File: config.mk
export PLATFORM = sky130hd
export DESIGN_NAME = seq_nibble_adder_ctrl_flat
export DESIGN_NICKNAME = d
export VERILOG_FILES = /design/src/rtl/seq_nibble_adder_ctrl_if.sv /design/src/rtl/seq_nibble_adder_ctrl.sv /design/src/flat_wrapper.sv
export SDC_FILE = /design/constraint.sdc
export NUM_CORES = 1
export LEC_CHECK = 0
export CORE_ASPECT_RATIO = 1.25
export CORE_MARGIN = 4
export CORE_UTILIZATION = 45
export DETAILED_ROUTE_END_ITERATION = 10
export PLACE_DENSITY = 0.81
export SLEW_MARGIN = 10
export SYNTH_ARGS = -nofsm -noshare
export SYNTH_HDL_FRONTEND = slang
export SYNTH_SLANG_ARGS = --single-unit
export TNS_END_PERCENT = 30
File: constraint.sdc
create_clock -name clk -period 7.4 [get_ports clk]
set_input_delay 0.74 -clock clk [delete_from_list [all_inputs] [get_ports clk]]
set_output_delay 0.74 -clock clk [all_outputs]
set_load 0.005 [all_outputs]
File: src/rtl/seq_nibble_adder_ctrl_if.sv
// Handshake bundle for seq_nibble_adder_ctrl.
//   master : operand producer / result consumer side (drives in_valid, a, b, cin, sub,
//            out_ready; observes in_ready, out_valid, sum, cout, ovf)
//   slave  : the adder controller itself
interface seq_nibble_adder_ctrl_if #(
  parameter int unsigned WIDTH = 32
);
  logic             in_valid;
  logic             in_ready;
  logic [WIDTH-1:0] a;
  logic [WIDTH-1:0] b;
  logic             cin;
  logic             sub;
  logic             out_valid;
  logic             out_ready;
  logic [WIDTH-1:0] sum;
  logic             cout;
  logic             ovf;

  modport master (
    output in_valid, a, b, cin, sub, out_ready,
    input  in_ready, out_valid, sum, cout, ovf
  );

  modport slave (
    input  in_valid, a, b, cin, sub, out_ready,
    output in_ready, out_valid, sum, cout, ovf
  );
endinterface

File: src/rtl/seq_nibble_adder_ctrl.sv
// Multi-cycle WIDTH-bit adder: one 4-bit carry-increment slice walks the operands
// LSB nibble first, one nibble per clock (WIDTH/4 cycles per result).
//
// Ports:
//   clk    - rising-edge clock
//   rst_n  - asynchronous active-low reset
//   bus    - seq_nibble_adder_ctrl_if.slave: in_valid/in_ready + a, b, cin, sub on the
//            operand side; out_valid/out_ready + sum, cout, ovf on the result side
//
// Optional feature: define SEQ_ADDER_SUBTRACT_EN to honour sub (A - B, cin ignored).
// Without it sub is ignored and the result is always A + B + cin.
module seq_nibble_adder_ctrl #(
  parameter int unsigned WIDTH = 32
) (
  input  logic                 clk,
  input  logic                 rst_n,
  seq_nibble_adder_ctrl_if.slave bus
);

  localparam int unsigned N  = WIDTH / 4;
  localparam int unsigned KW = $clog2(N);
  localparam logic [KW-1:0] KLast = KW'(N - 1);

  typedef enum logic [1:0] {StIdle, StRun, StDone} state_e;

  state_e           state_q;
  logic [WIDTH-1:0] a_q;
  logic [WIDTH-1:0] b_q;
  logic [WIDTH-1:0] sum_q;
  logic [KW-1:0]    k_q;
  logic             carry_q;
  logic             cout_q;
  logic             ovf_q;
  logic             in_ready_q;
  logic             out_valid_q;
`ifdef SEQ_ADDER_SUBTRACT_EN
  logic             sub_q;
`endif

  // Carry-in actually used for nibble 0.
  logic cin_eff;
`ifdef SEQ_ADDER_SUBTRACT_EN
  assign cin_eff = bus.sub ? 1'b1 : bus.cin;
`else
  assign cin_eff = bus.cin;
`endif

  // Nibble slice: raw 4-bit add, then increment by the running carry.
  logic [3:0] a_nib;
  logic [3:0] b_nib;
  logic [4:0] raw;
  logic [4:0] inc;
  logic [3:0] s_nib;
  logic       c_nib;
  logic       ovf_nib;

  always_comb begin
    a_nib = a_q[{k_q, 2'b00} +: 4];
`ifdef SEQ_ADDER_SUBTRACT_EN
    b_nib = b_q[{k_q, 2'b00} +: 4] ^ {4{sub_q}};
`else
    b_nib = b_q[{k_q, 2'b00} +: 4];
`endif
    raw   = {1'b0, a_nib} + {1'b0, b_nib};
    inc   = {1'b0, raw[3:0]} + {4'b0000, carry_q};
    s_nib = inc[3:0];
    // Both carries can never be set together, so OR is exact.
    c_nib = raw[4] | inc[4];
    // a^b^s at bit 3 recovers the carry into the nibble MSB.
    ovf_nib = a_nib[3] ^ b_nib[3] ^ s_nib[3] ^ c_nib;
  end

  always_ff @(posedge clk or negedge rst_n) begin
    if (!rst_n) begin
      state_q     <= StIdle;
      a_q         <= '0;
      b_q         <= '0;
      sum_q       <= '0;
      k_q         <= '0;
      carry_q     <= 1'b0;
      cout_q      <= 1'b0;
      ovf_q       <= 1'b0;
      in_ready_q  <= 1'b1;
      out_valid_q <= 1'b0;
`ifdef SEQ_ADDER_SUBTRACT_EN
      sub_q       <= 1'b0;
`endif
    end else begin
      unique case (state_q)
        StIdle: begin
          if (bus.in_valid) begin
            a_q        <= bus.a;
            b_q        <= bus.b;
            carry_q    <= cin_eff;
`ifdef SEQ_ADDER_SUBTRACT_EN
            sub_q      <= bus.sub;
`endif
            sum_q      <= '0;
            k_q        <= '0;
            in_ready_q <= 1'b0;
            state_q    <= StRun;
          end
        end
        StRun: begin
          sum_q[{k_q, 2'b00} +: 4] <= s_nib;
          carry_q                  <= c_nib;
          if (k_q == KLast) begin
            k_q         <= '0;
            cout_q      <= c_nib;
            ovf_q       <= ovf_nib;
            out_valid_q <= 1'b1;
            state_q     <= StDone;
          end else begin
            k_q <= k_q + KW'(1);
          end
        end
        StDone: begin
          if (bus.out_ready) begin
            out_valid_q <= 1'b0;
            in_ready_q  <= 1'b1;
            state_q     <= StIdle;
          end
        end
        default: begin
          out_valid_q <= 1'b0;
          in_ready_q  <= 1'b1;
          state_q     <= StIdle;
        end
      endcase
    end
  end

  assign bus.in_ready  = in_ready_q;
  assign bus.out_valid = out_valid_q;
  assign bus.sum       = sum_q;
  assign bus.cout      = cout_q;
  assign bus.ovf       = ovf_q;

endmodule

File: src/flat_wrapper.sv
// flat-port wrapper written by rule: the top's interface ports become plain ports
module seq_nibble_adder_ctrl_flat 
#(
  parameter int unsigned WIDTH = 32
)
  (clk, rst_n, bus_in_valid, bus_a, bus_b, bus_cin, bus_sub, bus_out_ready, bus_in_ready, bus_out_valid, bus_sum, bus_cout, bus_ovf);
  seq_nibble_adder_ctrl_if #(.WIDTH(WIDTH)) bus_i ();
  input  logic clk;
  input  logic rst_n;
  input wire logic [$bits(bus_i.in_valid)-1:0] bus_in_valid;
  input wire logic [$bits(bus_i.a)-1:0] bus_a;
  input wire logic [$bits(bus_i.b)-1:0] bus_b;
  input wire logic [$bits(bus_i.cin)-1:0] bus_cin;
  input wire logic [$bits(bus_i.sub)-1:0] bus_sub;
  input wire logic [$bits(bus_i.out_ready)-1:0] bus_out_ready;
  output wire logic [$bits(bus_i.in_ready)-1:0] bus_in_ready;
  output wire logic [$bits(bus_i.out_valid)-1:0] bus_out_valid;
  output wire logic [$bits(bus_i.sum)-1:0] bus_sum;
  output wire logic [$bits(bus_i.cout)-1:0] bus_cout;
  output wire logic [$bits(bus_i.ovf)-1:0] bus_ovf;
  assign bus_i.in_valid = bus_in_valid;
  assign bus_i.a = bus_a;
  assign bus_i.b = bus_b;
  assign bus_i.cin = bus_cin;
  assign bus_i.sub = bus_sub;
  assign bus_i.out_ready = bus_out_ready;
  assign bus_in_ready = bus_i.in_ready;
  assign bus_out_valid = bus_i.out_valid;
  assign bus_sum = bus_i.sum;
  assign bus_cout = bus_i.cout;
  assign bus_ovf = bus_i.ovf;
  seq_nibble_adder_ctrl #(.WIDTH(WIDTH)) u_core (.clk(clk), .rst_n(rst_n), .bus(bus_i));
endmodule
==> results of run 1 <==
-- flip-flops by register name, indices dropped and copies added (netlist names), 2 cells and up --
register	count
u_core.a_q	32
u_core.b_q	32
u_core.bus.sum	32
u_core.k_q	3
u_core.state_q	2
-- kinds of logic after synthesis --
family,count (synthesis),share of synthesized area
and+or+nand+nor,294,0.2428
xor gates and xnor gates,4,0.008636
muxes,30,0.1021
adders and majority gates,11,0.02946
AOI/OAI and AO/OA,40,0.04723
buffers and inverters,33,0.03123
DFF,106,0.5386
-- cells in the final DEF (no fill, tap or decap), types with 4 or more instances in the layout --
master	count
buf_4	4
mux4_2	16
mux2i_1	12
clkbuf_1	4
dfrtp_1	105
o21ai_0	26
nor2_1	10
a21oi_1	5
nand3_1	14
inv_1	5
clkdlybuf4s50_1	103
clkbuf_16	9
nand2_1	252
ha_1	10
-- worst max-delay path, stage by stage (launching register included) --
cell     delay [ps]
dfrtp_1         940
mux4_2          410
nand2_1          90
nand2_1          80
ha_1            230
fa_1            440
xor2_1          260
and3_2          260
xnor2_1         110
xnor2_2         360
o21ai_0         170
-- per-stage QoR --
| stage | cell area, um2 | hold WS [ps] |
|---|---|---|
| 3_3_place_gp | 6037 | 454.1 |
| 3_5_place_dp | 6037 | 461.6 |
| 5_1_grt | 6320 | 486.7 |
| 4_1_cts | 6320 | 452.0 |
| 6_report | 6320 | 428.6 |
| 2_1_floorplan | 4927 | 440.3 |
-- layout make-up --
cell class	count	area, um2
inverters	6	22.52
multi-input cells	379	2135
clock inverters	3	42.54
well taps	132	165.2
clock buffers	13	240.2
flip-flops and latches	106	2654
fillers	915	4348
repair buffers	107	1061
-- where the power goes --
group          switching [W]  internal, W
Clock               0.000204     0.000262
Sequential          0.000171     0.000828
Combinational       0.000785     0.000650
-- layer usage --
| layer | GRT usage | wire (um) | part of all wire | vias up |
|---|---|---|---|---|
| met5 | 0 | 0 | 0 | - |
| met4 | 0.08294 | 299 | 0.026 | 0 |
| met3 | 0.03343 | 643 | 0.056 | 24 |
| met2 | 0.3159 | 6025 | 0.52 | 125 |
| met1 | 0.2483 | 4587 | 0.40 | 1891 |
| li1 | - | - | - | 1869 |
-- final timing paths --
path	from	cells past startpoint	endpoint	slack, ps
worst max-delay path	u_core.k_q[1]$_DFFE_PN0P_	10	u_core.bus.sum[15]$_DFFE_PN0P_	3900
worst min-delay path	rst_n	1	u_core.b_q[1]$_DFFE_PN0P_	430
worst max register to register	u_core.k_q[1]$_DFFE_PN0P_	10	u_core.bus.sum[15]$_DFFE_PN0P_	3900
worst min register to register	u_core.a_q[29]$_DFFE_PN0P_	2	u_core.a_q[29]$_DFFE_PN0P_	480
max in group asynchronous	rst_n	2	u_core.a_q[14]$_DFFE_PN0P_	5850
min in group clk	u_core.a_q[29]$_DFFE_PN0P_	2	u_core.a_q[29]$_DFFE_PN0P_	480
==> metrics.md, run 1 <==
| Metric | Value |
|---|---|
| Synth Instances | `between 500 and 600` |
| Count of final setup violators | `0` |
| Die area | `12700 um2` |
| Tot Pwr | `approximately 0.0029 W` |
| Ys flop type | `dfrtp_1` |
| First-pass GRT wire length | `just under 20000 um` |
| Clk Tree Root Cell | `clkbuf_16` |
| ANT nets after route | `0` |
| CTS tree | `yes` |
| Post-CTS Setup Inserts | `0` |
| Count of cell types in the netlist | `between 40 and 50` |
| Post-synth top area share | `0.5333` |
| Hold Vio Cnt, Final | `0` |
| Seq/Total Area, Yosys | `0.5386` |
| Leak | `around 3 nW` |
| Synthesized net count | `between 500 and 600` |
| WS Path Type | `reg2reg` |
| Crit-path max FO | `20` |
| Die height | `around 120 um` |
| Maxcap violations | `0` |
| Total grt overflow | `0` |
| Post-synth ARST share | `1.000` |
| Clock sink count | `106` |
| VDD IR-drop max | `between 0.0002 and 0.0003 V` |
| Input/output buffers | `between 100 and 150` |
| Routed wire per std cell | `roughly 15 um` |
| #FFs+latches synth | `~110` |
| Ant. Diodes | `0` |
| Post-synth EDFFs | `0` |
| Post-CTS resize count | `0` |
| Cell with the most instances after synthesis | `nand2_1` |
| Unrepaired setup endpoints after global routing | `false` |
| Final worst clock skew | `7.441 ps` |
| Setup ws final | `3904 ps` |
| DR iter-0 viols | `around 210` |
| Worst Setup End Kind | `flop` |
| I/O pin cnt | `106` |
| Area leader, netlist | `dfrtp_1` |
| Top post-synthesis cells by count | `nand2_1 (252), dfrtp_1 (105), o21ai_0 (26)` |
| Initial Util | `0.4619` |
| Worst-case clock buffer depth | `2` |
| Post-DP HPWL | `about 8200 um` |
| Die width | `101.6 um` |
| Pins Over Slew Limit | `0` |
| CP Data Required Time | `roughly 7600 ps` |
| Worst hold-check path type | `in2async` |
| Std cell rows | `42` |
| Largest net degree at the start of global routing | `slightly below 100` |
| Area of the core | `10670 um2` |
| Peak Freq | `between 200 and 300 MHz` |
| Setup TNS | `0 ps` |
| Post-Syn Area per Cell | `9.512 um2` |
| Final min period | `3496 ps` |
| Crit start category | `flop` |
| Synth top area cells | `dfrtp_1 (53%), nand2_1 (19%), mux4_2 (7.3%)` |
| Slew @ Worst Pin | `slightly below 1000 ps` |
| YS warnings | `0` |
| Vias per Instance | `5.240` |
| Status | `finished clean` |
| Mapped Area | `just under 5000 um2` |
| Remaining DRCs | `0` |
| Fin nets | `slightly below 700` |
| Max transition margin | `0.3499` |
| Post-Place Cells | `730` |
| Tcrit/Tclk final | `0.4724` |
| Cts bufs inserted | `9` |
| Vias in the first global route | `3999` |
| Via count | `3909` |
| Area delta synth->final | `28.26%` |
| GRT Util Overall | `0.1923` |
| Dpl ws | `about 3900 ps` |
| Layout Cells excl Fill | `746` |
| Final GP Congestion | `approximately 0.8` |
| Proportion of layout cells with a drive suffix above 1 | `0.07166` |
| H-Tree Level Count | `3` |
| Post-CTS Hold Buffers | `0` |
| CP arrival | `3700 ps` |
| Clock Latency Late Sink | `between 300 and 400 ps` |
| DR pass1 iterations | `4` |
| Final wirelength | `11560 um` |
| Worst-path clk slew | `around 70 ps` |
| Cell Pwr Density | `around 460 nW/um2` |
| Initial antenna violation count | `0` |
| Layout Utilization | `0.5924` |
No activity file was read; power rests on OpenSTA's default activity.
==> run 2, diff against run 1 <==
==> constraint.sdc (replaced) <==
create_clock -name clk -period 3.43 [get_ports clk]
set_input_delay 0.343 -clock clk [delete_from_list [all_inputs] [get_ports clk]]
set_output_delay 0.343 -clock clk [all_outputs]
set_load 0.005 [all_outputs]
==> run 2 against run 1 <==
Against the previous run:
- core utilization up 0.65 points
- cell area up 1.1%
- hold slack worse by 360 ps
- worst setup slack worse by 3700 ps
- final cell count up 1.1%
- combinational power up 130%
- via count down 0.64%
- largest cell class unchanged
- largest power group unchanged
==> metrics.md, run 2 (synthesis gave the netlist of run 1 again) <==
| Metric | Value |
|---|---|
| Unrepaired setup endpoints after global routing | `false (unchanged)` |
| First-pass GRT wire length | `19020 um (was 19340 um)` |
| Total grt overflow | `0 (unchanged)` |
| Pins Over Slew Limit | `0 (unchanged)` |
| Area delta synth->final | `29.66% (was 28.26%)` |
| Worst hold slack | `68.89 ps (was 428.6 ps)` |
| Area of the core | `10670 um2 (unchanged)` |
| R2R setup slack | `170 ps (was 3900 ps)` |
| Post-Place Cells | `736 (was 730)` |
| Worst-case clock buffer depth | `2 (unchanged)` |
| CTS tree | `yes (unchanged)` |
| Most common cell after layout, fill and taps aside | `nand2_1 (unchanged)` |
| Clk Tree Root Cell | `clkbuf_16 (unchanged)` |
| Die width | `101.6 um (unchanged)` |
| Leak | `3.049 nW (was 3.011 nW)` |
| Die area | `12700 um2 (unchanged)` |
| H-Tree Level Count | `3 (unchanged)` |
| Cts bufs inserted | `9 (unchanged)` |
| Most frequent cells in the layout | `nand2_1 (252), dfrtp_1 (105), clkdlybuf4s50_1 (103) (unchanged)` |
| Via count | `3884 (was 3909)` |
| Reg-to-Reg End | `u_core.bus.sum[7]$_DFFE_PN0P_ (was u_core.bus.sum[15]$_DFFE_PN0P_)` |
| Die height | `125.0 um (unchanged)` |
| VDD IR-drop max | `0.0005068 V (was 0.0002686 V)` |
| GRT Util Overall | `0.1879 (was 0.1923)` |
| Tcrit/Tclk final | `0.9517 (was 0.4724)` |
| Max transition margin | `0.3515 (was 0.3499)` |
| Final wirelength | `11400 um (was 11560 um)` |
| Crit start category | `flop (unchanged)` |
| Post-CTS resize count | `0 (unchanged)` |
| Layout Utilization | `0.5989 (was 0.5924)` |
| Final worst clock skew | `7.322 ps (was 7.441 ps)` |
| Largest net degree at the start of global routing | `97 (unchanged)` |
| CP Data Required Time | `3640 ps (was 7610 ps)` |
| WS Path Type | `reg2reg (unchanged)` |
| Vias in the first global route | `4009 (was 3999)` |
| Proportion of layout cells with a drive suffix above 1 | `0.09003 (was 0.07166)` |
| Maxcap violations | `0 (unchanged)` |
| Initial antenna violation count | `0 (unchanged)` |
| I/O pin cnt | `106 (unchanged)` |
| Count of final setup violators | `0 (unchanged)` |
| Hold Vio Cnt, Final | `0 (unchanged)` |
| Vias per Instance | `5.151 (was 5.240)` |
| Ant. Diodes | `0 (unchanged)` |
| Peak Freq | `306.4 MHz (was 286.1 MHz)` |
| Setup TNS | `0 ps (unchanged)` |
| DR pass1 iterations | `4 (unchanged)` |
| Worst Setup End Kind | `flop (unchanged)` |
| Input/output buffers | `104 (unchanged)` |
| Final GP Congestion | `0.8211 (was 0.7993)` |
| CP arrival | `3470 ps (was 3700 ps)` |
| Routed wire per std cell | `15.12 um (was 15.49 um)` |
| Clock Latency Late Sink | `340 ps (was 350 ps)` |
| Launch point of the worst reg-to-reg path | `u_core.k_q[0]$_DFFE_PN0P_ (was u_core.k_q[1]$_DFFE_PN0P_)` |
| R2R depth | `12 (was 10)` |
| Fin nets | `698 (was 690)` |
| Std cell rows | `42 (unchanged)` |
| Worst hold-check path type | `in2async (unchanged)` |
| Fillers | `874 (was 915)` |
| Post-DP HPWL | `8366 um (was 8222 um)` |
| Crit-path max FO | `18 (was 20)` |
| ANT nets after route | `0 (unchanged)` |
| DR iter-0 viols | `193 (was 208)` |
| Clock sink count | `106 (unchanged)` |
| Status | `finished clean (unchanged)` |
| Final min period | `3264 ps (was 3496 ps)` |
| Slew @ Worst Pin | `972.7 ps (was 975.2 ps)` |
| Layout Cells excl Fill | `754 (was 746)` |
| Cell Pwr Density | `1008 nW/um2 (was 459.0 nW/um2)` |
| Remaining DRCs | `0 (unchanged)` |
| Worst-path clk slew | `70 ps (about the same)` |
| Initial Util | `0.4619 (unchanged)` |
-- run 2: critical path, cell delays in order, from the launching register on --
cell     delay, ps
dfrtp_1        450
buf_12         220
mux4_2         520
nand2_1         80
nand2_1         60
ha_1           230
fa_1           440
xor2_1         290
and3_2         260
xnor2_1        170
xnor2_2        160
buf_4          160
mux2i_1         70
-- run 2: timing repair --
action,4_1_cts,5_1_grt
setup endpoints to repair,0,7
hold buffers,0,0
setup buffers,0,2
-- run 2: layer usage --
metal  wire length (um)  global-route usage  up-vias
met5                  0                   0        -
met4                233             0.06495        0
met3                680             0.03733       17
met2               5900              0.3186      128
met1               4585              0.2379     1854
li1                   -                   -     1885
-- run 2: area by class of cell --
type,count,area (um2),share of cell area
inverters,6,22.52,0.003525
well taps,132,165.2,0.02585
flip-flops and latches,106,2654,0.4154
multi-input cells,379,2135,0.3341
repair buffers,115,1134,0.1774
clock inverters,7,53.80,0.008421
clock buffers,9,225.2,0.03525
-- run 2: metrics by stage --
step	area (um2)	setup WS, ps	total power, W
global route	6389	0.07927	0.006943
floorplan	4927	369.1	0.004215
finish	6389	165.8	0.006437
detailed placement	6095	126.9	0.005364
CTS	6374	121.9	0.006354
global placement	6095	267.3	0.005179
-- run 2: worst max-delay path by stage --
stage                               from                             end  slack (ps)  cells after the start
2_1_floorplan  u_core.k_q[0]$_DFFE_PN0P_      u_core.bus.ovf$_DFFE_PN0P_         370                     12
3_3_place_gp   u_core.k_q[0]$_DFFE_PN0P_  u_core.bus.sum[15]$_DFFE_PN0P_         270                     11
3_5_place_dp   u_core.k_q[0]$_DFFE_PN0P_   u_core.bus.sum[3]$_DFFE_PN0P_         130                     11
4_1_cts        u_core.k_q[0]$_DFFE_PN0P_   u_core.bus.sum[3]$_DFFE_PN0P_         120                     11
5_1_grt        u_core.k_q[0]$_DFFE_PN0P_   u_core.bus.sum[3]$_DFFE_PN0P_        0.08                     12
6_report       u_core.k_q[0]$_DFFE_PN0P_   u_core.bus.sum[7]$_DFFE_PN0P_         170                     12
-- run 2: power breakdown --
part	internal [W]	switching, W
logic	0.00159	0.00178
registers	0.00179	0.000305
clock network	0.000496	0.000475
total	0.00388	0.00256
